===== config.mk =====
export PLATFORM = sky130hd
export DESIGN_NAME = instruction_loader
export DESIGN_NICKNAME = d
export VERILOG_FILES = /design/src/rtl/instruction_loader.sv
export SDC_FILE = /design/constraint.sdc
export NUM_CORES = 1
export LEC_CHECK = 0
export ABC_AREA = 1
export BUFFER_PORTS_ARGS = -buffer_cell sky130_fd_sc_hd__clkbuf_2
export CAP_MARGIN = 20
export CORE_MARGIN = 5
export CORE_UTILIZATION = 45
export CTS_BUF_LIST = sky130_fd_sc_hd__clkbuf_8
export CTS_CLUSTER_SIZE = 25
export DETAILED_ROUTE_END_ITERATION = 12
export GPL_TIMING_DRIVEN = 0
export PLACE_DENSITY = 0.69
export SETUP_SLACK_MARGIN = 0.3
export SYNTH_ARGS = -nofsm -noshare
export SYNTH_HDL_FRONTEND = slang
export SYNTH_SLANG_ARGS = --single-unit

===== constraint.sdc =====
create_clock -name clk -period 3.04 [get_ports clk]
set_clock_uncertainty 0.1 [all_clocks]
set_input_delay 0.608 -clock clk [delete_from_list [all_inputs] [get_ports clk]]
set_output_delay 0.608 -clock clk [all_outputs]
set_load 0.05 [all_outputs]

===== src/rtl/instruction_loader.sv =====
// Byte-serial program loader: assembles MSB-first bytes into words, writes them
// to instruction memory and holds the CPU until a halt word or a full memory.
module instruction_loader #(
  parameter int                 NB_DATA   = 32,
  parameter int                 NB_ADDR   = 8,
  parameter logic [NB_DATA-1:0] HALT_WORD = 32'hFFFFFFFF
) (
  input  logic               clk,
  input  logic               i_rst,
  input  logic               i_start,
  input  logic               i_byte_valid,
  input  logic [7:0]         i_byte,
  output logic               o_byte_ready,
  output logic               o_we,
  output logic [NB_DATA-1:0] o_instr_data,
  output logic [NB_ADDR-1:0] o_addr,
  output logic [NB_ADDR:0]   o_word_count,
  output logic               o_busy,
  output logic               o_done,
  output logic               o_overflow,
  output logic               o_cpu_hold
);

  typedef enum logic [1:0] {IDLE, LOAD, WRITE, DONE} state_t;

  state_t             state, state_nxt;
  logic [NB_DATA-1:0] shift_reg, shift_nxt;
  logic [1:0]         cnt, cnt_nxt;
  logic [NB_ADDR-1:0] addr, addr_nxt;
  logic [NB_ADDR:0]   word_count, wc_nxt;
  logic               overflow, ovf_nxt;
  logic               we, byte_ready, busy, done, cpu_hold;

  // Next-state and datapath update decode
  always_comb begin
    state_nxt = state;
    shift_nxt = shift_reg;
    cnt_nxt   = cnt;
    addr_nxt  = addr;
    wc_nxt    = word_count;
    ovf_nxt   = overflow;
    case (state)
      IDLE, DONE: begin
        if (i_start) begin
          state_nxt = LOAD;
          shift_nxt = '0;
          cnt_nxt   = 2'd0;
          addr_nxt  = '0;
          wc_nxt    = '0;
          ovf_nxt   = 1'b0;
        end else begin
          state_nxt = state;
        end
      end
      LOAD: begin
        // start beats a simultaneous byte: that byte is dropped with the partial word
        if (i_start) begin
          shift_nxt = '0;
          cnt_nxt   = 2'd0;
          addr_nxt  = '0;
          wc_nxt    = '0;
          ovf_nxt   = 1'b0;
        end else if (i_byte_valid) begin
          shift_nxt = {shift_reg[NB_DATA-9:0], i_byte};
          cnt_nxt   = cnt + 2'd1;
          if (cnt == 2'd3) begin
            state_nxt = WRITE;
          end else begin
            state_nxt = LOAD;
          end
        end else begin
          state_nxt = LOAD;
        end
      end
      WRITE: begin
        wc_nxt = word_count + (NB_ADDR+1)'(1);
        // a start seen here lets the write finish, then begins a fresh load
        if (i_start) begin
          state_nxt = LOAD;
          shift_nxt = '0;
          cnt_nxt   = 2'd0;
          addr_nxt  = '0;
          wc_nxt    = '0;
          ovf_nxt   = 1'b0;
        end else if (shift_reg == HALT_WORD) begin
          state_nxt = DONE;
        end else if (addr == {NB_ADDR{1'b1}}) begin
          state_nxt = DONE;
          ovf_nxt   = 1'b1;
        end else begin
          state_nxt = LOAD;
          addr_nxt  = addr + NB_ADDR'(1);
        end
      end
      default: begin
        state_nxt = IDLE;
      end
    endcase
  end

  // State, datapath and registered status outputs
  always_ff @(posedge clk) begin
    if (i_rst) begin
      state      <= IDLE;
      shift_reg  <= '0;
      cnt        <= 2'd0;
      addr       <= '0;
      word_count <= '0;
      overflow   <= 1'b0;
      we         <= 1'b0;
      byte_ready <= 1'b0;
      busy       <= 1'b0;
      done       <= 1'b0;
      cpu_hold   <= 1'b1;
    end else begin
      state      <= state_nxt;
      shift_reg  <= shift_nxt;
      cnt        <= cnt_nxt;
      addr       <= addr_nxt;
      word_count <= wc_nxt;
      overflow   <= ovf_nxt;
      we         <= (state_nxt == WRITE);
      byte_ready <= (state_nxt == LOAD);
      busy       <= (state_nxt == LOAD) || (state_nxt == WRITE);
      done       <= (state_nxt == DONE);
      cpu_hold   <= (state_nxt != DONE);
    end
  end

  assign o_byte_ready = byte_ready;
  assign o_we         = we;
  assign o_instr_data = shift_reg;
  assign o_addr       = addr;
  assign o_word_count = word_count;
  assign o_busy       = busy;
  assign o_done       = done;
  assign o_overflow   = overflow;
  assign o_cpu_hold   = cpu_hold;

endmodule


==> Flow_metrics.wiki, run 1 <==
{| class="wikitable"
! Metric !! Value
|-
| Result of the run || completed
|-
| Cell variety after synth || 28
|-
| Mux cell area share after synthesis || 0%
|-
| Count of flip-flops with a built-in enable after synthesis || 0
|-
| Leftover overflow at the end of global routing || 0
|-
| RSZ-0062 raised after global routing || false
|-
| Register-to-register setup slack || about 900 ps
|-
| Crit-path slowest cell || sky130_fd_sc_hd__dfxtp_1
|-
| Area added between synthesis and finish || 22.7%
|-
| Number of clock buffers inserted by TritonCTS || 9
|-
| TritonCTS clock tree || yes
|-
| Maximum level of the CTS H-tree || 3
|-
| Antenna Cells || 0
|-
| Flop and latch count out of synthesis || 59
|-
| Synthesized area per cell || 7.40 um2
|-
| Final hold viol count || 0
|-
| Wire length of the first global-routing pass || 12.9 mm
|-
| Average wire per standard cell || 14.2 um
|-
| Clock network latency to the later pin of the worst-skew pair || 340 ps
|-
| Overall die area || 7980 um2
|-
| Crit-path leading delay family || simple AND/OR/NAND/NOR gates
|-
| Hold path startpoint || cnt[0]
|-
| Post-CTS Resized || 0
|-
| Most frequent CP cell || sky130_fd_sc_hd__inv_1
|-
| Final antenna-violating net count || 0
|-
| Sort of element at the end of the critical path || flop
|-
| Data arrival time of the worst path || 2250 ps
|-
| Adder and majority gate portion of the synthesized area || 3.53%
|-
| Total via count in the routed design || 2938
|-
| Met2 wirelength from detailed routing || approximately 3.6 mm
|-
| Yosys warning total || 0
|-
| Commonest cells post-synth || sky130_fd_sc_hd__dfxtp_1 (59), sky130_fd_sc_hd__nand2_1 (56), sky130_fd_sc_hd__a21oi_1 (47), sky130_fd_sc_hd__nand3_1 (47), sky130_fd_sc_hd__nand4_1 (44)
|-
| Pleak || 1.30 nW
|-
| Final wirelength || ~7.7 mm
|-
| Antenna violations before repair || 0
|-
| Reg clk slew, reported paths || 60 ps
|-
| Normalized max-slew margin || between 60% and 70%
|-
| Number of rows created at floorplan || 29
|-
| Core footprint || ~6200 um2
|-
| Pin count of the biggest net entering global routing || 11
|-
| Largest area contributor in the synthesized netlist || sky130_fd_sc_hd__dfxtp_1
|-
| Area share of the largest cell type after synthesis || 41.7%
|-
| Synth Net Count || a little over 400
|-
| MaxCap Viol Count || 0
|-
| Kind of critical path || flop to flop
|-
| Time the worst path needs with I/O delays and setup || 2140 ps
|-
| Port Buffer Count || 64
|-
| Routed metal-1 wire length || around 3.5 mm
|-
| Height of the die || 89.3 um
|-
| Kind of start point of the critical path || flop
|-
| Width of the die || 89.3 um
|-
| Worst Hold Path EP || cnt[0]
|-
| Placed cell count || 524
|-
| Count of placed standard cells in the final layout, fillers left out || 540
|-
| Worst-path cell chain || inv_1 > ha_1 > inv_2 > nor2_4 > inv_2 > nor2_4 > nand3_4 > nand4_2 > nand2_2 > inv_1 > ha_1 > inv_1 > nor2_1
|-
| Compound-gate portion of the synthesized area || 11.1%
|-
| Worst hold-check path type || flop to flop
|-
| Endpoint of the worst register-to-register path || o_busy
|-
| Hold buffer count at CTS || 0
|-
| Total Neg Setup Slack || 0 ps
|-
| Placer's final routability congestion estimate || 0.878
|-
| Combinational family with the most area after synthesis || simple AND/OR/NAND/NOR gates
|-
| I/O pin count || 67
|-
| Power per unit of standard cell area || 653 nW/um2
|-
| Final net count || between 400 and 500
|-
| Worst-case hold slack || roughly 380 ps
|-
| Instance count of the mapped netlist || between 300 and 400
|-
| Final Max Tran Viols || 0
|-
| Detailed-routing iteration count for the pre-antenna-repair pass || 5
|-
| Netlist area before placement || 2830 um2
|-
| Placed Area || 3250 um2
|-
| Longest individual stage delay on the worst path || roughly 330 ps
|-
| DRC violation total after the first TritonRoute iteration || between 100 and 150
|-
| GRT Total Usage || 20.8%
|-
| Seq/Total Area, Yosys || 41.7%
|-
| Achievable frequency || 466 MHz
|-
| Number of failing setup endpoints in the final timing report || 0
|-
| Hpwl dp || 5.60 mm
|-
| Share of cells above drive strength 1 || 21.8%
|-
| Hold Path Stages || 2
|-
| Portion of the clock cycle consumed by the worst path in the final layout || 70.5%
|-
| Prevailing post-synth register cell || sky130_fd_sc_hd__dfxtp_1
|-
| Number of cells traversed by the worst register-to-register path || 13
|-
| Detail Route met3 WL || around 450 um
|-
| Data required time at the worst endpoint || between 3000 and 4000 ps
|-
| FF-to-FF Start || state[0]
|-
| Post-synthesis xor/xnor area fraction || less than 1%
|-
| Highest fanout seen on the critical path || 9
|-
| Ranking of synthesized cells by area || sky130_fd_sc_hd__dfxtp_1 (42%), sky130_fd_sc_hd__nand4_1 (9.7%), sky130_fd_sc_hd__a21oi_1 (8.3%)
|-
| Sink Count || 59
|-
| Post-Synth Simple-Gate Area || 34.6%
|-
| Max layer used || met4
|-
| Final Cell Area || about 3500 um2
|-
| Fraction of synthesis flops using an asynchronous set or reset pin || 0%
|-
| Vias per inst || between 5 and 6
|-
| Maximum vdd drop || 0.000434 V
|-
| Residual DRC || 0
|-
| Buffer cell driving the clock tree root || sky130_fd_sc_hd__clkbuf_8
|-
| Number of global-route vias before repair || 2741
|-
| Critical path buffer and inverter count || 5
|-
| Post CTS Setup Buffer Count || 0
|-
| Total chip power || 0.00227 W
|-
| Max clock buf depth || 2
|-
| Initial Utilization || 45.4%
|-
| Slew at the pin with the worst max-slew slack || 528 ps
|-
| Top-count cell post-synth || sky130_fd_sc_hd__dfxtp_1
|}
-- metrics by stage --
stage / util, % / setup slack (ps)
6_report: 55.7 / 896
5_1_grt: 55.7 / 682
4_1_cts: 55.7 / 868
3_5_place_dp: 52.1 / 785
3_3_place_gp: 52.1 / 863
2_1_floorplan: - / 909
-- cell usage in the layout (no fill, tap or decap), types with 11 or more instances in the layout --
cell type                  count
sky130_fd_sc_hd__dfxtp_1      59
sky130_fd_sc_hd__nand2_1      56
sky130_fd_sc_hd__inv_1        30
sky130_fd_sc_hd__nor2_1       31
sky130_fd_sc_hd__nand4_1      44
sky130_fd_sc_hd__clkbuf_8     11
sky130_fd_sc_hd__a21oi_1      47
sky130_fd_sc_hd__clkbuf_1     13
sky130_fd_sc_hd__clkbuf_2     64
sky130_fd_sc_hd__nand3_1      47
-- flip-flops by register name, indices dropped and copies added, names as in the netlist --
name,cells
o_byte_ready,1
o_overflow,1
o_instr_data,32
o_busy,1
o_done,1
o_we,1
o_cpu_hold,1
cnt,2
o_word_count,9
state,2
o_addr,8
-- cell families (layout without fill, tap and decap cells) --
logic type,Yosys count,count (layout)
buffers and inverters,60,140
AO/OA/AOI/OAI,60,60
AND/OR/NAND/NOR,195,195
flip-flops,59,59
adder cells (fa/ha/maj),8,8
XOR/XNOR,1,1
-- routing by layer --
metal	vias to the layer above	global-route usage [%]
li1	1473	-
met1	1357	26.6
met2	95	33.6
met3	13	4.24
met4	0	9.88
met5	-	0
-- worst max path at each step --
stage / from / endpoint / slack [ps] / cells past startpoint
floorplan: o_addr[0] / o_busy / 910 / 11
detailed placement: i_start / o_busy / 780 / 10
finish: state[0] / o_busy / 900 / 13
global route: state[0] / o_busy / 680 / 13
CTS: state[0] / o_busy / 870 / 13
global placement: i_start / o_busy / 860 / 11
-- power breakdown --
part	total [W]	leakage, nW	internal (W)	switching (W)
clock	0.000818	0.117	0.000502	0.000316
sequential	0.000843	0.477	0.000818	0.0000250
combinational	0.000612	0.707	0.000159	0.000453
-- worst min-delay path, stage by stage (launching register included) --
cell                      delay (ps)
sky130_fd_sc_hd__dfxtp_1         320
sky130_fd_sc_hd__inv_1            60
sky130_fd_sc_hd__a21oi_1          50
-- cell type report --
cell class	count	area, um2
fillers	634	2760
multi-input cells	264	1400
well taps	77	96.3
clock buffers	11	151
plain buffers	29	131
repair buffers	64	320
clock inverters	5	76.3
flip-flops and latches	59	1180
inverters	31	116
(Power assumes the default switching activity.)
==> run 2, diff against run 1 <==
- PLACE_DENSITY: 0.69 -> 0.71
- clock period: 3.04 -> 1.8 ns (I/O delays scaled with it)
==> run 2 against run 1 <==
Effect of this change:
- register-to-register slack worse by 850 ps
- cell area up 13%
- largest power group is now combinational cells
- utilization up 7.5 points
- count of clock-buffer cells in the layout down 1
- sequential cell count unchanged
- first-iteration DRC count up 5.1%
==> Flow_metrics.wiki, run 2 (synthesis results as in run 1) <==
{| class="wikitable"
! Metric !! Value
|-
| Result of the run || completed
|-
| Initial Utilization || 45.4%
|-
| Flip-flop count of the largest register, all copies and words added || 32
|-
| Highest fanout seen on the critical path || 4
|-
| Crit-path slowest cell || sky130_fd_sc_hd__dfxtp_2
|-
| Number of clock buffers inserted by TritonCTS || 9
|-
| Final net count || 497
|-
| Hpwl dp || 5.69 mm
|-
| Final hold viol count || 0
|-
| Worst-path cell chain || inv_2 > ha_4 > inv_2 > nor2_4 > inv_2 > nor2_4 > nand3_4 > nand4_4 > nand2_4 > inv_4 > ha_4 > inv_2 > nor2_1
|-
| Number of fill cells in the layout || 545
|-
| Port Buffer Count || 64
|-
| Overall die area || 7980 um2
|-
| FF-to-FF Start || state[0]
|-
| Kind of critical path || flop to flop
|-
| Kind of start point of the critical path || flop
|-
| Number of global-route vias before repair || 2872
|-
| Total chip power || between 0.004 and 0.005 W
|-
| Sink Count || 59
|-
| Count of placed standard cells in the final layout, fillers left out || roughly 560
|-
| Residual DRC || 0
|-
| Final Max Tran Viols || 0
|-
| Maximum vdd drop || 0.000733 V
|-
| Average wire per standard cell || 14.9 um
|-
| Leftover overflow at the end of global routing || 0
|-
| Vias per inst || 5.53
|-
| Number of failing setup endpoints in the final timing report || 0
|-
| Data required time at the worst endpoint || 1910 ps
|-
| Final antenna-violating net count || 0
|-
| Achievable frequency || approximately 570 MHz
|-
| Most frequent CP cell || sky130_fd_sc_hd__inv_2
|-
| Crit-path leading delay family || simple AND/OR/NAND/NOR gates
|-
| Slew at the pin with the worst max-slew slack || 559 ps
|-
| Longest individual stage delay on the worst path || ~340 ps
|-
| Share of cells above drive strength 1 || 41.5%
|-
| Width of the die || 89.3 um
|-
| Maximum level of the CTS H-tree || 3
|-
| TritonCTS clock tree || yes
|-
| Most common cell after layout, fill and taps aside || sky130_fd_sc_hd__clkbuf_2
|-
| Pin count of the biggest net entering global routing || 12
|-
| Total Neg Setup Slack || 0 ps
|-
| Total via count in the routed design || 3094
|-
| Max clock buf depth || 2
|-
| Detailed-routing iteration count for the pre-antenna-repair pass || 4
|-
| Number of rows created at floorplan || 29
|-
| Core footprint || 6240 um2
|-
| Final wirelength || 8.33 mm
|-
| Critical path origin || state[0]
|-
| DRC violation total after the first TritonRoute iteration || 143
|-
| Wire length of the first global-routing pass || 13.3 mm
|-
| MaxCap Viol Count || 0
|-
| RSZ-0062 raised after global routing || true
|-
| Power per unit of standard cell area || 1130 nW/um2
|-
| Placer's final routability congestion estimate || between 0.9 and 1
|-
| Placed cell count || 524
|-
| Height of the die || 89.3 um
|-
| Worst hold-check path type || primary input to flop
|-
| Area added between synthesis and finish || 39.3%
|-
| Hold buffer count at CTS || 0
|-
| Reg clk slew, reported paths || 70 ps
|-
| Hold path startpoint || i_byte[6]
|-
| Data arrival time of the worst path || roughly 1900 ps
|-
| Most frequent cells in the layout || sky130_fd_sc_hd__clkbuf_2 (64), sky130_fd_sc_hd__nand2_1 (51), sky130_fd_sc_hd__a21oi_1 (47)
|-
| Time the worst path needs with I/O delays and setup || 1750 ps
|-
| Pleak || between 1.5 and 2 nW
|-
| Setup slack after placement || -176 ps
|-
| Portion of the clock cycle consumed by the worst path in the final layout || 97.3%
|-
| Buffer cell driving the clock tree root || sky130_fd_sc_hd__clkbuf_8
|-
| Critical path buffer and inverter count || 5
|-
| I/O pin count || 67
|-
| Smallest setup slack after layout || 49.4 ps
|-
| Clock network latency to the later pin of the worst-skew pair || approximately 340 ps
|-
| GRT Total Usage || 21.2%
|-
| Antenna violations before repair || 0
|-
| Antenna Cells || 0
|-
| Normalized max-slew margin || approximately 63%
|-
| Sort of element at the end of the critical path || flop
|}
[run 2: cell count changes in the layout (fill, tap and decap cells not counted), sizes merged]
cell and delta:
buf +18, clkinv +2, bufinv +1, clkinvlp -1, inv -1
[run 2: layout make-up]
type | instances | area [um2] | share of cell area (%)
Sequential cell | 59 | 1260 | 32.1
Clock inverter | 6 | 113 | 2.85
Inverter | 31 | 119 | 3.01
Timing Repair Buffer | 83 | 475 | 12.0
Multi-Input combinational cell | 264 | 1540 | 39.0
Buffer | 29 | 201 | 5.10
Tap cell | 77 | 96.3 | 2.44
Clock buffer | 10 | 138 | 3.49
[run 2: power by group]
part,switching [W],internal [W]
clock network,0.000555,0.000959
registers,0.0000545,0.00138
logic,0.000936,0.000582
total,0.00155,0.00292
[run 2: final timing paths]
check	endpoint	slack (ps)	cells after the start
max reg2reg	o_busy	50	13
min reg2reg	o_overflow	370	2
min	o_instr_data[6]	160	3
max	o_busy	50	13
[run 2: metal layers]
layer  GRT usage [%]  wire length [um]
met4            9.34               179
met3            3.96               509
met5               0                 0
met1            26.0              3570
met2            36.0              4080
[run 2: per-stage QoR]
step                      area (um2)  hold WS, ps  utilization (%)
after floorplan                 2970          343                -
after global placement          3390          358             54.3
after detailed placement        3390          360             54.3
after CTS                       3810          154             61.1
after global routing            3950          165             63.2
final                           3950          163             63.2
[run 2: tightest hold or removal path, delay by kind of cell]
family | cells | cell delay (ps)
buf+inv | 1 | 80
simple gates | 1 | 70
compound gates | 1 | 60
[run 2: what timing repair did]
action,in CTS,in global routing
setup endpoints to repair,49,49
setup buffers,11,7
pin swaps,5,9
resized for setup,27,33
gates cloned,0,1
==> run 3, diff against run 2 <==
- PLACE_DENSITY: 0.71 -> 0.82
- REMOVE_ABC_BUFFERS: not set -> 1
==> run 3 against run 2 <==
Effect of this change:
- combinational power increased by 34%
- setup slack improved by 2.1 ps
- hold slack improved by 3.8 ps
- final cell count decreased by 3.0%
- first-iteration DRC count decreased by 2.8%
- sequential cell count unchanged
- fmax increased by 0.12%
- global-route usage decreased by 0.89 points
- cell area increased by 3.2%
- count of clock-buffer cells in the layout unchanged
- sequential share of layout area decreased by 2.1 points
- largest cell class unchanged
- largest power group unchanged
- highest routed layer unchanged
==> Flow_metrics.wiki, run 3 (synthesis results as in run 1) <==
{| class="wikitable"
! Metric !! Value
|-
| Number of rows created at floorplan || 29
|-
| Port Buffer Count || 66
|-
| Data arrival time of the worst path || 1840 ps
|-
| Slew at the pin with the worst max-slew slack || roughly 650 ps
|-
| Pin count of the biggest net entering global routing || 67
|-
| Buffer cell driving the clock tree root || sky130_fd_sc_hd__clkbuf_8
|-
| Most used routing layer in global routing || met2
|-
| GR Layer Usage met3 || under 10%
|-
| Pleak || around 1.5 nW
|-
| Share of cells above drive strength 1 || a little under two fifths
|-
| Residual DRC || 0
|-
| Setup slack after placement || -813 ps
|-
| Endpoint of the worst register-to-register path || o_busy
|-
| Maximum level of the CTS H-tree || 3
|-
| Number of cells traversed by the worst register-to-register path || 13
|-
| Sort of element at the end of the critical path || flop
|-
| Kind of critical path || flop to flop
|-
| Core footprint || 6240 um2
|-
| Worst-case hold slack || 167 ps
|-
| Maximum vdd drop || about 0.00059 V
|-
| DRC violation total after the first TritonRoute iteration || 139
|-
| Register-to-register setup slack || 50 ps
|-
| Global Route met1 Usage || 25.3%
|-
| Antenna Cells || 0
|-
| Total via count in the routed design || 3109
|-
| Final hold viol count || 0
|-
| Sink Count || 59
|-
| Placer's final routability congestion estimate || around 0.91
|-
| Final Max Tran Viols || 0
|-
| Number of global-route vias before repair || ~2800
|-
| Average wire per standard cell || 15.6 um
|-
| Leftover overflow at the end of global routing || 0
|-
| Data required time at the worst endpoint || 1890 ps
|-
| Time the worst path needs with I/O delays and setup || 1750 ps
|-
| Final antenna-violating net count || 0
|-
| Hold path startpoint || i_byte[6]
|-
| Antenna violations before repair || 0
|-
| Number of clock buffers inserted by TritonCTS || 9
|-
| Kind of start point of the critical path || flop
|-
| GRT Total Usage || 20.3%
|-
| Reg clk slew, reported paths || about 70 ps
|-
| Number of failing setup endpoints in the final timing report || 0
|-
| Most common cell after layout, fill and taps aside || sky130_fd_sc_hd__nand2_1
|-
| Clock network latency to the later pin of the worst-skew pair || 340 ps
|-
| Flip-flop count of the largest register, all copies and words added || 32
|-
| Height of the die || slightly below 90 um
|-
| Width of the die || 89.3 um
|-
| Achievable frequency || 572 MHz
|-
| Most frequent cells in the layout || sky130_fd_sc_hd__nand2_1 (52), sky130_fd_sc_hd__a21oi_1 (46), sky130_fd_sc_hd__nand3_1 (45)
|-
| Max clock buf depth || 2
|-
| MaxCap Viol Count || 0
|-
| RSZ-0062 raised after global routing || true
|-
| Normalized max-slew margin || 56.7%
|-
| Smallest setup slack after layout || 51.6 ps
|-
| Fin util || 65.3%
|-
| Vias per inst || around 5.7
|-
| Met2 Track Usage GR || 32.3%
|-
| Area added between synthesis and finish || 43.8%
|-
| FF-to-FF Start || state[0]
|-
| Wire length of the first global-routing pass || 12.8 mm
|-
| Total chip power || 0.00494 W
|-
| Result of the run || completed
|-
| Worst Hold Path EP || o_instr_data[6]
|-
| Hold Path Stages || 3
|-
| Power per unit of standard cell area || roughly 1200 nW/um2
|-
| I/O pin count || 67
|-
| Final net count || 480
|-
| Portion of the clock cycle consumed by the worst path in the final layout || 97.1%
|-
| Hpwl dp || between 4 and 5 mm
|-
| Final wirelength || 8.47 mm
|-
| Worst hold-check path type || primary input to flop
|-
| TritonCTS clock tree || yes
|-
| Highest fanout seen on the critical path || 4
|-
| Total Neg Setup Slack || 0 ps
|-
| Overall die area || 7980 um2
|-
| Detailed-routing iteration count for the pre-antenna-repair pass || 5
|-
| Initial Utilization || 45.4%
|}
run 3: cell types whose count changed in the layout (fill, tap and decap cells not counted), sizes merged:
| cell | change |
|---|---|
| inv | +2 |
| nand2 | +4 |
| clkinvlp | +1 |
| clkbuf | -23 |
| clkinv | -3 |
| buf | +2 |
run 3: worst max-delay path by stage:
stage / from / to / slack (ps)
after floorplan: i_start / o_busy / -730
after global placement: i_start / o_we / -1470
after detailed placement: state[1] / cnt[0] / -810
after CTS: state[0] / o_addr[4] / 10
after global routing: state[0] / o_byte_ready / -30
final: state[0] / o_busy / 50
run 3: report_power, final:
group          leakage [nW]  internal [W]  switching, W  total (W)
sequential            0.488       0.00139     0.0000520    0.00144
clock                 0.125      0.000948      0.000524    0.00147
combinational         0.894      0.000865       0.00117    0.00203
total                  1.51       0.00320       0.00174    0.00494
run 3: layout make-up:
class | instances | area [um2]
Sequential cell | 59 | 1220
Multi-Input combinational cell | 268 | 1700
Timing Repair Buffer | 91 | 687
Clock inverter | 6 | 105
Fill cell | 508 | 2170
Clock buffer | 10 | 138
Tap cell | 77 | 96.3
Inverter | 31 | 129
run 3: metal layers:
metal	vias to the layer above	share of wire [%]
li1	1488	-
met3	19	8.3
met2	141	50
met5	-	0
met1	1461	40
met4	0	1.4
run 3: critical path, cell delays in order (launching register included):
cell                      delay (ps)
sky130_fd_sc_hd__dfxtp_4         350
sky130_fd_sc_hd__inv_4            60
sky130_fd_sc_hd__ha_4            150
sky130_fd_sc_hd__inv_8            30
sky130_fd_sc_hd__nor2_4          110
sky130_fd_sc_hd__inv_2            70
sky130_fd_sc_hd__nor2_4          120
sky130_fd_sc_hd__nand3_4         100
sky130_fd_sc_hd__nand4_4         100
sky130_fd_sc_hd__nand2_4          70
sky130_fd_sc_hd__inv_4            90
sky130_fd_sc_hd__ha_4            190
sky130_fd_sc_hd__inv_2            40
sky130_fd_sc_hd__nor2_1           30
run 3: per-stage QoR:
stage | cell area [um2] | cells
after CTS | 3720 | 529
after global placement | 3130 | 497
after detailed placement | 3180 | 499
after global routing | 4070 | 542
after floorplan | 2700 | 354
final | 4070 | 542
run 3: timing repair:
| item | in CTS | in global routing |
|---|---|---|
| endpoints found under the setup margin | 78 | 86 |
| hold buffers | 0 | 0 |
| resized for setup | 59 | 86 |
| gates cloned | 1 | 5 |
| setup buffers | 13 | 8 |
| pin swaps | 7 | 18 |
